**src/rtl/cdb_pkg.sv**
```systemverilog
// Shared types and constants for the CDB transmit-side arbiter.
package cdb_pkg;

  localparam int unsigned SRC_ALU      = 0;
  localparam int unsigned SRC_BRANCH   = 1;
  localparam int unsigned NSRC_DEFAULT = 2;

  // Width of a source index; never narrower than one bit.
  function automatic int unsigned srcWidth(input int unsigned n);
    return (n > 1) ? $clog2(n) : 1;
  endfunction

  localparam int unsigned SRC_W = srcWidth(NSRC_DEFAULT);

  typedef struct packed {
    logic [31:0] result;
    logic [2:0]  rob;
    logic [1:0]  ctrl;
  } cdb_entry_t;

endpackage

```
**src/rtl/cdb_src_fifo.sv**
```systemverilog
// Per-source result FIFO; power-of-two DEPTH, registered count/full/empty.
module cdb_src_fifo #(
  parameter int unsigned EW    = 37,
  parameter int unsigned DEPTH = 2
) (
  input  logic                     clk,
  input  logic                     globalReset,
  input  logic                     clear,
  input  logic                     push,
  input  logic                     pop,
  input  logic [EW-1:0]            entryIn,
  output logic [EW-1:0]            head,
  output logic [$clog2(DEPTH):0]   count,
  output logic                     full,
  output logic                     empty
);

  localparam int unsigned AW = $clog2(DEPTH);

  logic [EW-1:0] mem [DEPTH];
  logic [AW-1:0] wrPtr;
  logic [AW-1:0] rdPtr;
  logic          doPush;
  logic          doPop;

  assign full   = (count == (AW + 1)'(DEPTH));
  assign empty  = (count == '0);
  assign head   = mem[rdPtr];
  assign doPush = push && !full;
  assign doPop  = pop && !empty;

  always_ff @(posedge clk) begin
    if (!globalReset || clear) begin
      wrPtr <= '0;
      rdPtr <= '0;
      count <= '0;
    end else begin
      if (doPush) wrPtr <= wrPtr + 1'b1;
      if (doPop)  rdPtr <= rdPtr + 1'b1;
      case ({doPush, doPop})
        2'b10:   count <= count + 1'b1;
        2'b01:   count <= count - 1'b1;
        default: count <= count;
      endcase
    end
  end

  // Storage carries no reset; only the pointers define occupancy.
  always_ff @(posedge clk) begin
    if (globalReset && !clear && doPush) mem[wrPtr] <= entryIn;
  end

endmodule

```
**src/rtl/cdb_arbiter.sv**
```systemverilog
// CDB transmit side: per-source FIFOs, round-robin pick, one output register.
// Optional macro CDB_BYPASS_EN: load straight into the output register when all FIFOs are empty.
module cdb_arbiter
  import cdb_pkg::*;
#(
  parameter int unsigned WIDTH = 31,
  parameter int unsigned ROB   = 2,
  parameter int unsigned CTRL  = 1,
  parameter int unsigned NSRC  = 2,
  parameter int unsigned DEPTH = 2
) (
  input  logic                       clk,
  input  logic                       globalReset,
  input  logic                       clear,
  input  logic [NSRC-1:0]            src_valid,
  output logic [NSRC-1:0]            src_ready,
  input  logic [NSRC*(WIDTH+1)-1:0]  src_result,
  input  logic [NSRC*(ROB+1)-1:0]    src_rob,
  input  logic [NSRC*(CTRL+1)-1:0]   src_ctrl,
  input  logic                       cdb_accept,
  output logic                       cdb_valid,
  output logic [WIDTH:0]             cdb_result,
  output logic [ROB:0]               cdb_rob,
  output logic [CTRL:0]              cdb_ctrl,
  output logic [srcWidth(NSRC)-1:0]  cdb_src
);

  localparam int unsigned SW = srcWidth(NSRC);
  localparam int unsigned CW = $clog2(DEPTH) + 1;

  typedef struct packed {
    logic [WIDTH:0] result;
    logic [ROB:0]   rob;
    logic [CTRL:0]  ctrl;
  } entry_t;

  localparam int unsigned EW = $bits(entry_t);

  entry_t          srcEntry  [NSRC];
  entry_t          headEntry [NSRC];
  logic [CW-1:0]   count     [NSRC];
  logic [NSRC-1:0] full;
  logic [NSRC-1:0] empty;
  logic [NSRC-1:0] push;
  logic [NSRC-1:0] pop;

  entry_t          outReg;
  logic [SW-1:0]   ptr;
  logic            outFree;
  logic [SW:0]     fifoPick;
  logic            doLoad;
  logic            doBypass;

  // Returns {found, index}; search starts one past the last winner.
  function automatic logic [SW:0] rrPick(input logic [NSRC-1:0] req, input logic [SW-1:0] last);
    logic [SW:0] res;
    logic        found;
    int unsigned idx;
    res   = '0;
    found = 1'b0;
    for (int unsigned k = 1; k <= NSRC; k++) begin
      idx = (32'(last) + k) % NSRC;
      if (!found && req[SW'(idx)]) begin
        found = 1'b1;
        res   = {1'b1, SW'(idx)};
      end
    end
    return res;
  endfunction

  for (genvar i = 0; i < NSRC; i++) begin : g_src
    assign srcEntry[i] = '{result: src_result[i*(WIDTH+1) +: WIDTH+1],
                           rob:    src_rob[i*(ROB+1) +: ROB+1],
                           ctrl:   src_ctrl[i*(CTRL+1) +: CTRL+1]};
    assign src_ready[i] = (count[i] != CW'(DEPTH));

    cdb_src_fifo #(
      .EW    (EW),
      .DEPTH (DEPTH)
    ) u_fifo (
      .clk         (clk),
      .globalReset (globalReset),
      .clear       (clear),
      .push        (push[i]),
      .pop         (pop[i]),
      .entryIn     (srcEntry[i]),
      .head        (headEntry[i]),
      .count       (count[i]),
      .full        (full[i]),
      .empty       (empty[i])
    );

    a_noPushFull : assert property (@(posedge clk) disable iff (!globalReset) !(push[i] && full[i]));
  end

  assign outFree  = !cdb_valid || cdb_accept;
  assign fifoPick = rrPick(~empty, ptr);
  assign doLoad   = outFree && fifoPick[SW] && !clear;

`ifdef CDB_BYPASS_EN
  logic [SW:0] bypPick;
  assign bypPick  = rrPick(src_valid, ptr);
  assign doBypass = outFree && (&empty) && bypPick[SW] && !clear;
`else
  assign doBypass = 1'b0;
`endif

  always_comb begin
    push = src_valid & src_ready;
    pop  = '0;
    if (doLoad) pop[fifoPick[SW-1:0]] = 1'b1;
`ifdef CDB_BYPASS_EN
    // The bypassed source goes straight to the output and must not also enqueue.
    if (doBypass) push[bypPick[SW-1:0]] = 1'b0;
`endif
  end

  always_ff @(posedge clk) begin
    if (!globalReset) begin
      cdb_valid <= 1'b0;
      outReg    <= '0;
      cdb_src   <= '0;
      ptr       <= '0;
    end else if (clear) begin
      cdb_valid <= 1'b0;
      ptr       <= '0;
`ifdef CDB_BYPASS_EN
    end else if (doBypass) begin
      cdb_valid <= 1'b1;
      outReg    <= srcEntry[bypPick[SW-1:0]];
      cdb_src   <= bypPick[SW-1:0];
      ptr       <= bypPick[SW-1:0];
`endif
    end else if (doLoad) begin
      cdb_valid <= 1'b1;
      outReg    <= headEntry[fifoPick[SW-1:0]];
      cdb_src   <= fifoPick[SW-1:0];
      ptr       <= fifoPick[SW-1:0];
    end else if (outFree) begin
      cdb_valid <= 1'b0;
    end
  end

  assign cdb_result = outReg.result;
  assign cdb_rob    = outReg.rob;
  assign cdb_ctrl   = outReg.ctrl;

endmodule

```
**config.mk**
```make
export PLATFORM = sky130hd
export DESIGN_NAME = cdb_arbiter
export DESIGN_NICKNAME = d
export VERILOG_FILES = /design/src/rtl/cdb_pkg.sv /design/src/rtl/cdb_src_fifo.sv /design/src/rtl/cdb_arbiter.sv
export SDC_FILE = /design/constraint.sdc
export NUM_CORES = 1
export LEC_CHECK = 0
export CELL_PAD_IN_SITES_DETAIL_PLACEMENT = 1
export CELL_PAD_IN_SITES_GLOBAL_PLACEMENT = 1
export CORE_ASPECT_RATIO = 1.1
export CORE_UTILIZATION = 38
export DETAILED_ROUTE_END_ITERATION = 12
export PLACE_DENSITY_LB_ADDON = 0.08
export SLEW_MARGIN = 20
export SYNTH_ARGS = -nofsm -noshare
export SYNTH_HDL_FRONTEND = slang
export SYNTH_SLANG_ARGS = --single-unit
```
**constraint.sdc**
```tcl
create_clock -name clk -period 6 [get_ports clk]
set_input_delay 0.9 -clock clk [delete_from_list [all_inputs] [get_ports clk]]
set_output_delay 0.9 -clock clk [all_outputs]
set_load 0.02 [all_outputs]
```
==> flow_summary.ini, run 1 <==
[final_layout]
drive_gt1_share_pct = 22.3
seqCellArea_sq_um = 5450
diodes = 0
multi_input_area_sq_um = 1770
fillers = 1783
layout_common_cells = edfxtp_1, clkdlybuf4s50_1, mux2_2
nets = 625
area_delta_synth_final_pct = 28.7
mostFrequentLayoutCell = edfxtp_1

[clock_network]
post-cts-setup-buffers = 0
cts_tree = done
cts_buffers = 17
h-tree-depth = 4
root_buffer = clkbuf_16
cts_buffer_depth = 2
ctsHoldBuffers = 0
clkSlewWorstSetupHoldPaths_ps = 70
cts_sinks = 198
clk_latency_ps = 430
cts_resized = 0

[global_routing]
grt_pass1_vias = 4563
grt_max_degree = 41
grt-ovfl-total = 0
antenna_found_initial = 0
grt_pass1_wl_um = 25200
grt_usage_pct = 17.6

[die]
die_y_um = 148
ios = 121
rows = 52
dieWidth_um = 134
coreArea_sq_um = 18600
die-area_sq_um = 19800
initial_core_util_pct = 39.3

[detailed_routing]
wl_per_cell_um = 20.5
drt-total-wl_um = 16400
drtAntennaViolNets = 0
dr.pass1.iters = 5
drc = 0
drtIter0Drc = 312
route.vias.total = 4136
vias_per_cell = 5.18

[job]
maxCapViolCount = 0

[placed_design]
port_buffers = 120
dpl.hpwl_um = 9670
place.gp.congestion = 0.680
dp_slack_ps = 2260

[pwr]
cellLeakagePower_nw = 3.04
power.density_nw_per_um2 = 315
irDropWorstVdd_uv = 216
power.total_mw = 2.97

[critical_path]
cp_max_fo = 39
crit_arrival_ps = 3300
worstSetupPathType = in -> reg
critPathLaunchType = input pin
cp.required_ps = 6080
crit_path_end_kind = flip-flop

[logic_synthesis]
syn_avg_cell_area_sq_um = 17.3
syn_inst = 422
yosysTopAreaCellShare_pct = 60.7
synthXorXnorAreaFrac_pct = 0.958
ys_ff_latch = 198
synth_mux_area_share_pct = 11.4
synth_cell_types = 26
synth_seq_area_share_pct = 74.4
netlist_area_sq_um = 7320
synth_top_family_by_area = multiplexers
ys_warn_count = 0
synth_fa_ha_area_share_pct = 0.342
yosysTopAreaCell = edfxtp_1
synthSimpleGateAreaFrac_pct = 5.34
syn-num-nets = 504
synth_compound_area_share_pct = 5.71
yosys-top-cells-area = edfxtp_1, dfxtp_1, mux2_2

[timing]
worst_pin_slew_ps = 1030
worst_slack_ps = 2790
skew_ps = 6.34
hold_viol = 0
rsz0062_at_grt = false
timing.final.max_slew_violations = 0
slew_headroom_pct = 31.3
period_needed_ps = 3210
fmax_ghz = 0.311
finalCritPeriodShare_pct = 53.5
finalSetupTns_ps = 0
finalSetupViolations = 0

[outcome]
outcome = finished, final reports clean

[worst_hold_path]
hp-class = reg -> reg
[stage by stage]
| stage | cells | hold WS (ps) | utilization (%) | area [sq um] |
|---|---|---|---|---|
| 2_1_floorplan | 422 | 472 | - | 7320 |
| 3_5_place_dp | 767 | 506 | 47.2 | 8790 |
| 3_3_place_gp | 767 | 489 | 47.2 | 8790 |
| 6_report | 799 | 514 | 50.6 | 9410 |
| 5_1_grt | 799 | 553 | 50.6 | 9410 |
| 4_1_cts | 799 | 521 | 50.6 | 9410 |
[cells by family (layout without fill, tap and decap cells)]
logic type / Yosys count / after routing
xor gates and xnor gates: 8 / 8
buffers and inverters: 28 / 162
adders and majority gates: 2 / 2
DFF: 198 / 198
muxes: 74 / 74
and+or+nand+nor: 67 / 67
AOI/OAI and AO/OA: 45 / 45
[registers in the layout (all words and copies together), names as in the netlist, named ones only]
register            flops
cdb_src                 1
cdb_rob                 3
cdb_ctrl                2
cdb_result             32
g_src.u_fifo.count      4
cdb_valid               1
g_src.u_fifo.rdPtr      2
ptr                     1
g_src.u_fifo.wrPtr      2
g_src.u_fifo.mem      148
[final timing paths]
path	slack, ps	start	cells after the start	to
worst max-delay path	2790	globalReset	4	g_src[1].u_fifo.mem[0][6]
worst min-delay path	510	cdb_src	2	cdb_src
worst max register to register	3670	g_src[1].u_fifo.count[0]	4	g_src[1].u_fifo.mem[0][6]
worst min register to register	510	cdb_src	2	cdb_src
[where the power goes]
part,switching [mW],leakage (nW),internal [mW]
combinational,0.111,0.995,0.126
clock,0.494,0.298,0.702
sequential,0.0222,1.75,1.51
total,0.628,3.04,2.34
[Yosys cell counts (all sizes together)]
cell and number:
edfxtp 148, clkbuf 13, nor2 12, nand2b 3, o21ai 2, xor2 2, dfxtp 50, nor4 3
nand2 2, or3 3, nor2b 40, buf 13, a222oi 37, inv 2, ha 2, o21ba 1
a21oi 4, o21a 1, nor3 4, xnor2 6, mux2 74
[metal layers]
metal / track usage, % / vias to the layer above / wire length (um)
met3: 4.05 / 15 / 755
met5: 0 / - / 0
met2: 30.9 / 117 / 8560
li1: - / 1903 / -
met1: 21.2 / 2101 / 6850
met4: 6.12 / 0 / 197
[worst max-delay path, cell delays in order]
cell      delay [ps]
buf_2            560
nand2b_1         560
nor3_2           750
buf_4            510
[cell type report]
class                           count  share of cell area [%]
Multi-Input combinational cell    196                    18.8
Tap cell                          243                    3.23
Sequential cell                   198                    57.9
Timing Repair Buffer              128                    13.3
Inverter                            2                  0.0798
Clock buffer                       18                    4.56
Clock inverter                     14                    2.09
No activity file was read; power rests on OpenSTA's default activity.
==> run 2, diff against run 1 <==
==> constraint.sdc (replaced) <==
create_clock -name clk -period 2.85 [get_ports clk]
set_input_delay 0.4275 -clock clk [delete_from_list [all_inputs] [get_ports clk]]
set_output_delay 0.4275 -clock clk [all_outputs]
set_load 0.02 [all_outputs]
==> run 2 against run 1 <==
Utilization about the same. Die area unchanged. Worst setup slack got worse by 2100 ps. Register-to-register slack got worse by 2700 ps. First-iteration DRC count shrank 13%. Cell area hardly changed. Final cell count grew 0.75%. Wire length grew 1.7%. Largest cell class unchanged. Largest power group unchanged.
==> flow_summary.ini, run 2 (synthesis results as in run 1) <==
[outcome]
outcome = finished, final reports clean

[die]
ios = 121
dieWidth_um = 134
die_y_um = 148
coreArea_sq_um = 18600
die-area_sq_um = 19800
rows = 52
initial_core_util_pct = 39.3

[critical_path]
crit_arrival_ps = 1700
cp_max_fo = 6
critical_path.cell_chain = nand2b_1 > clkdlybuf4s50_1
worstSetupPathType = reg -> out
cpMaxStageDelayCell = clkdlybuf4s50_1
slowest_delay_ps = 620
cp_top_family = buffers and inverters
critPathLaunchType = flip-flop
cp.required_ps = 2420
crit_buf_inv = 1
crit_path_end_kind = output port

[clock_network]
cts_sinks = 198
root_buffer = clkbuf_16
ctsHoldBuffers = 0
h-tree-depth = 4
cts_resized = 0
cts_buffers = 17
cts_tree = done
clk_latency_ps = 430
cts_buffer_depth = 2
post-cts-setup-buffers = 0
clkSlewWorstSetupHoldPaths_ps = 60

[final_layout]
nets = 631
stdcell_area_sq_um = 9410
largest_register = g_src.u_fifo.mem
drive_gt1_share_pct = 22.6
layout_common_cells = edfxtp_1, clkdlybuf4s50_1, mux2_2
final_util_pct = 50.6
diodes = 0
largest_register_ffs = 148
area_delta_synth_final_pct = 28.6
mostFrequentLayoutCell = edfxtp_1

[detailed_routing]
drtAntennaViolNets = 0
dr.pass1.iters = 5
drtIter0Drc = 272
route.vias.total = 4159
drt-total-wl_um = 16600
vias_per_cell = 5.17
drc = 0
wl_per_cell_um = 20.7

[timing]
finalCritPeriodShare_pct = 74.6
hold_viol = 0
fmax_ghz = 0.470
finalSetupViolations = 0
worst_hold_slack_ps = 511
period_needed_ps = 2130
timing.final.max_slew_violations = 0
rsz0062_at_grt = false
skew_ps = 11.4
worst_pin_slew_ps = 564
slew_headroom_pct = 62.4

[global_routing]
grt_usage_pct = 17.4
grtUsageMet2_pct = 30.2
grt_max_degree = 41
grt_pass1_wl_um = 25300
grt_busiest_layer = met2
grt-ovfl-total = 0
use_met1_pct = 21.7
antenna_found_initial = 0
grt_pass1_vias = 4535
grt_use_met3_pct = 3.26

[pwr]
cellLeakagePower_nw = 3.05
power.density_nw_per_um2 = 636
irDropWorstVdd_uv = 380

[placed_design]
dpl_cell_area_sq_um = 8860
port_buffers = 120
dpl.hpwl_um = 10300
place.gp.congestion = 0.714

[worst_hold_path]
hp-class = reg -> reg

[job]
maxCapViolCount = 0
==> run 2: worst paths after layout <==
| path | from | endpoint | slack (ps) | cells after the start |
|---|---|---|---|---|
| worst min-delay path | ptr | ptr | 510 | 2 |
| worst max register to register | g_src[0].u_fifo.count[0] | cdb_ctrl[0] | 1010 | 5 |
| worst max-delay path | g_src[0].u_fifo.count[0] | src_ready[0] | 720 | 2 |
| worst min register to register | ptr | ptr | 510 | 2 |
==> run 2: layer usage <==
metal / part of all wire [%] / wire [um] / vias to the layer above
met5: 0 / 0 / -
met4: 1.1 / 178 / 0
met3: 4.5 / 753 / 14
met2: 51 / 8530 / 119
met1: 43 / 7180 / 2110
li1: - / - / 1916
==> run 2: worst register-to-register path, delay by kind of cell (launching register included) <==
family,cells,cell delay [ps]
buffers and inverters,1,530
AO/OA/AOI/OAI,1,190
flip-flops,1,460
AND/OR/NAND/NOR,3,590
==> run 2: through the flow <==
step	setup slack, ps	total power, mW	TNS, ps	std cells
finish	723	5.99	0	805
CTS	681	6.06	0	805
floorplan	-1060	3.53	-156350	422
global route	650	6.19	0	805
global placement	561	3.78	0	773
detailed placement	501	3.80	0	773
==> run 2: final cells by class <==
cell class              count  area (sq um)
clock buffers              21           450
clock inverters            11           103
fillers                  1793          9200
inverters                   2          7.51
multi-input cells         196          1770
flip-flops and latches    198          5450
well taps                 243           304
repair buffers            134          1330
==> run 2: report_power, final <==
group / leakage [nW] / internal (mW) / switching, mW
clock: 0.266 / 1.23 / 1.02
combinational: 1.03 / 0.270 / 0.241
sequential: 1.75 / 3.18 / 0.0421
total: 3.05 / 4.68 / 1.30
==> run 3, diff against run 2 <==
==> constraint.sdc (replaced) <==
create_clock -name clk -period 1.93 [get_ports clk]
set_input_delay 0.2895 -clock clk [delete_from_list [all_inputs] [get_ports clk]]
set_output_delay 0.2895 -clock clk [all_outputs]
set_load 0.02 [all_outputs]
==> run 3 against run 2 <==
First-iteration DRC count rose by 8.1%. Clock power increased by 52%. Count of clock-buffer cells in the layout decreased by 3. Die area stayed put. Critical path type unchanged. Largest power group unchanged.
==> flow_summary.ini, run 3 (synthesis results as in run 1) <==
[placed_design]
port_buffers = 120
place.gp.congestion = 0.723
dp_slack_ps = -217
dpl.hpwl_um = 11000

[clock_network]
cts_buffer_depth = 2
root_buffer = clkbuf_16
cts_sinks = 198
post-cts-setup-buffers = 0
cts_buffers = 17
clkSlewWorstSetupHoldPaths_ps = 70
cts_resized = 0
cts_tree = done
h-tree-depth = 4
clk_latency_ps = 430
ctsHoldBuffers = 0

[pwr]
irDropWorstVdd_uv = 640
cellLeakagePower_nw = 3.17
power.density_nw_per_um2 = 930
power.total_mw = 8.99

[die]
initial_core_util_pct = 39.3
die-area_sq_um = 19800
dieWidth_um = 134
rows = 52
die_y_um = 148
ios = 121
coreArea_sq_um = 18600

[global_routing]
antenna_found_initial = 1
grt_pass1_vias = 4699
grt_max_degree = 39
grt_pass1_wl_um = 26600
grt-ovfl-total = 0
grt_usage_pct = 18.1

[timing]
skew_ps = 13.3
period_needed_ps = 1880
worst_pin_slew_ps = 449
worst_slack_ps = 54.2
rsz0062_at_grt = false
slew_headroom_pct = 70.1
fmax_ghz = 0.533
finalSetupViolations = 0
hold_viol = 0
timing.final.max_slew_violations = 0
finalCritPeriodShare_pct = 97.2

[detailed_routing]
drt-met1-wl_um = 7320
vias_per_cell = 5.15
drtAntennaViolNets = 0
route.vias.total = 4233
wl_per_cell_um = 20.8
drtIter0Drc = 294
dr.pass1.iters = 5
top_layer_used = met4
drt-total-wl_um = 17100
wl_met3_um = 707
drc = 0
met2_length_um = 8840

[critical_path]
cp_max_fo = 6
crit_arrival_ps = 1590
cp.required_ps = 1640
worstSetupPathType = reg -> out
crit_path_end_kind = output port
critPathLaunchType = flip-flop

[final_layout]
nets = 647
largest_register_ffs = 148
final_util_pct = 51.9
multi_input_area_sq_um = 1830
area_delta_synth_final_pct = 32.1
fillers = 1784
mostFrequentLayoutCell = edfxtp_1
largest_register = g_src.u_fifo.mem
seqCellArea_sq_um = 5460
layout_common_cells = edfxtp_1, clkdlybuf4s50_1, mux2_2
drive_gt1_share_pct = 26.3

[worst_hold_path]
hp-class = in -> reg

[outcome]
outcome = finished, final reports clean

[job]
maxCapViolCount = 0
==> run 3: final timing paths <==
| kind | start | endpoint | slack (ps) | depth (start not counted) |
|---|---|---|---|---|
| hold reg to reg | ptr | ptr | 530 | 2 |
| setup / recovery | g_src[1].u_fifo.count[0] | src_ready[1] | 50 | 2 |
| setup reg to reg | cdb_valid | g_src[1].u_fifo.count[1] | 120 | 6 |
| hold / removal | globalReset | cdb_valid | 220 | 3 |
==> run 3: layout make-up <==
| type | count | area share, % |
|---|---|---|
| clock buffers | 18 | 4.44 |
| flip-flops and latches | 198 | 56.5 |
| clock inverters | 14 | 1.46 |
| well taps | 243 | 3.15 |
| repair buffers | 150 | 15.5 |
| multi-input cells | 196 | 18.9 |
| diodes | 1 | 0.0259 |
| inverters | 2 | 0.0777 |
==> run 3: stage by stage <==
step,area [sq um],hold slack (ps),TNS (ps),cells
final,9660,223,0,822
after global routing,9660,242,0,822
after floorplan,7400,388,-9240,422
after detailed placement,9090,512,-7230,789
after CTS,9660,207,0,821
after global placement,9090,490,-6350,789
==> run 3: layer usage <==
layer | up-vias | global-route usage (%)
li1 | 1944 | -
met1 | 2171 | 22.0
met2 | 106 | 32.3
met3 | 12 | 4.18
met4 | 0 | 4.72
met5 | - | 0
==> run 3: worst max-delay path, stage by stage, from the launching register on <==
cell             delay (ps)
dfxtp_4                 380
nand2b_4                150
clkdlybuf4s50_1         630
==> run 3: power by group <==
group / internal, mW / switching [mW]
clock: 1.81 / 1.60
sequential: 4.69 / 0.0574
combinational: 0.441 / 0.379
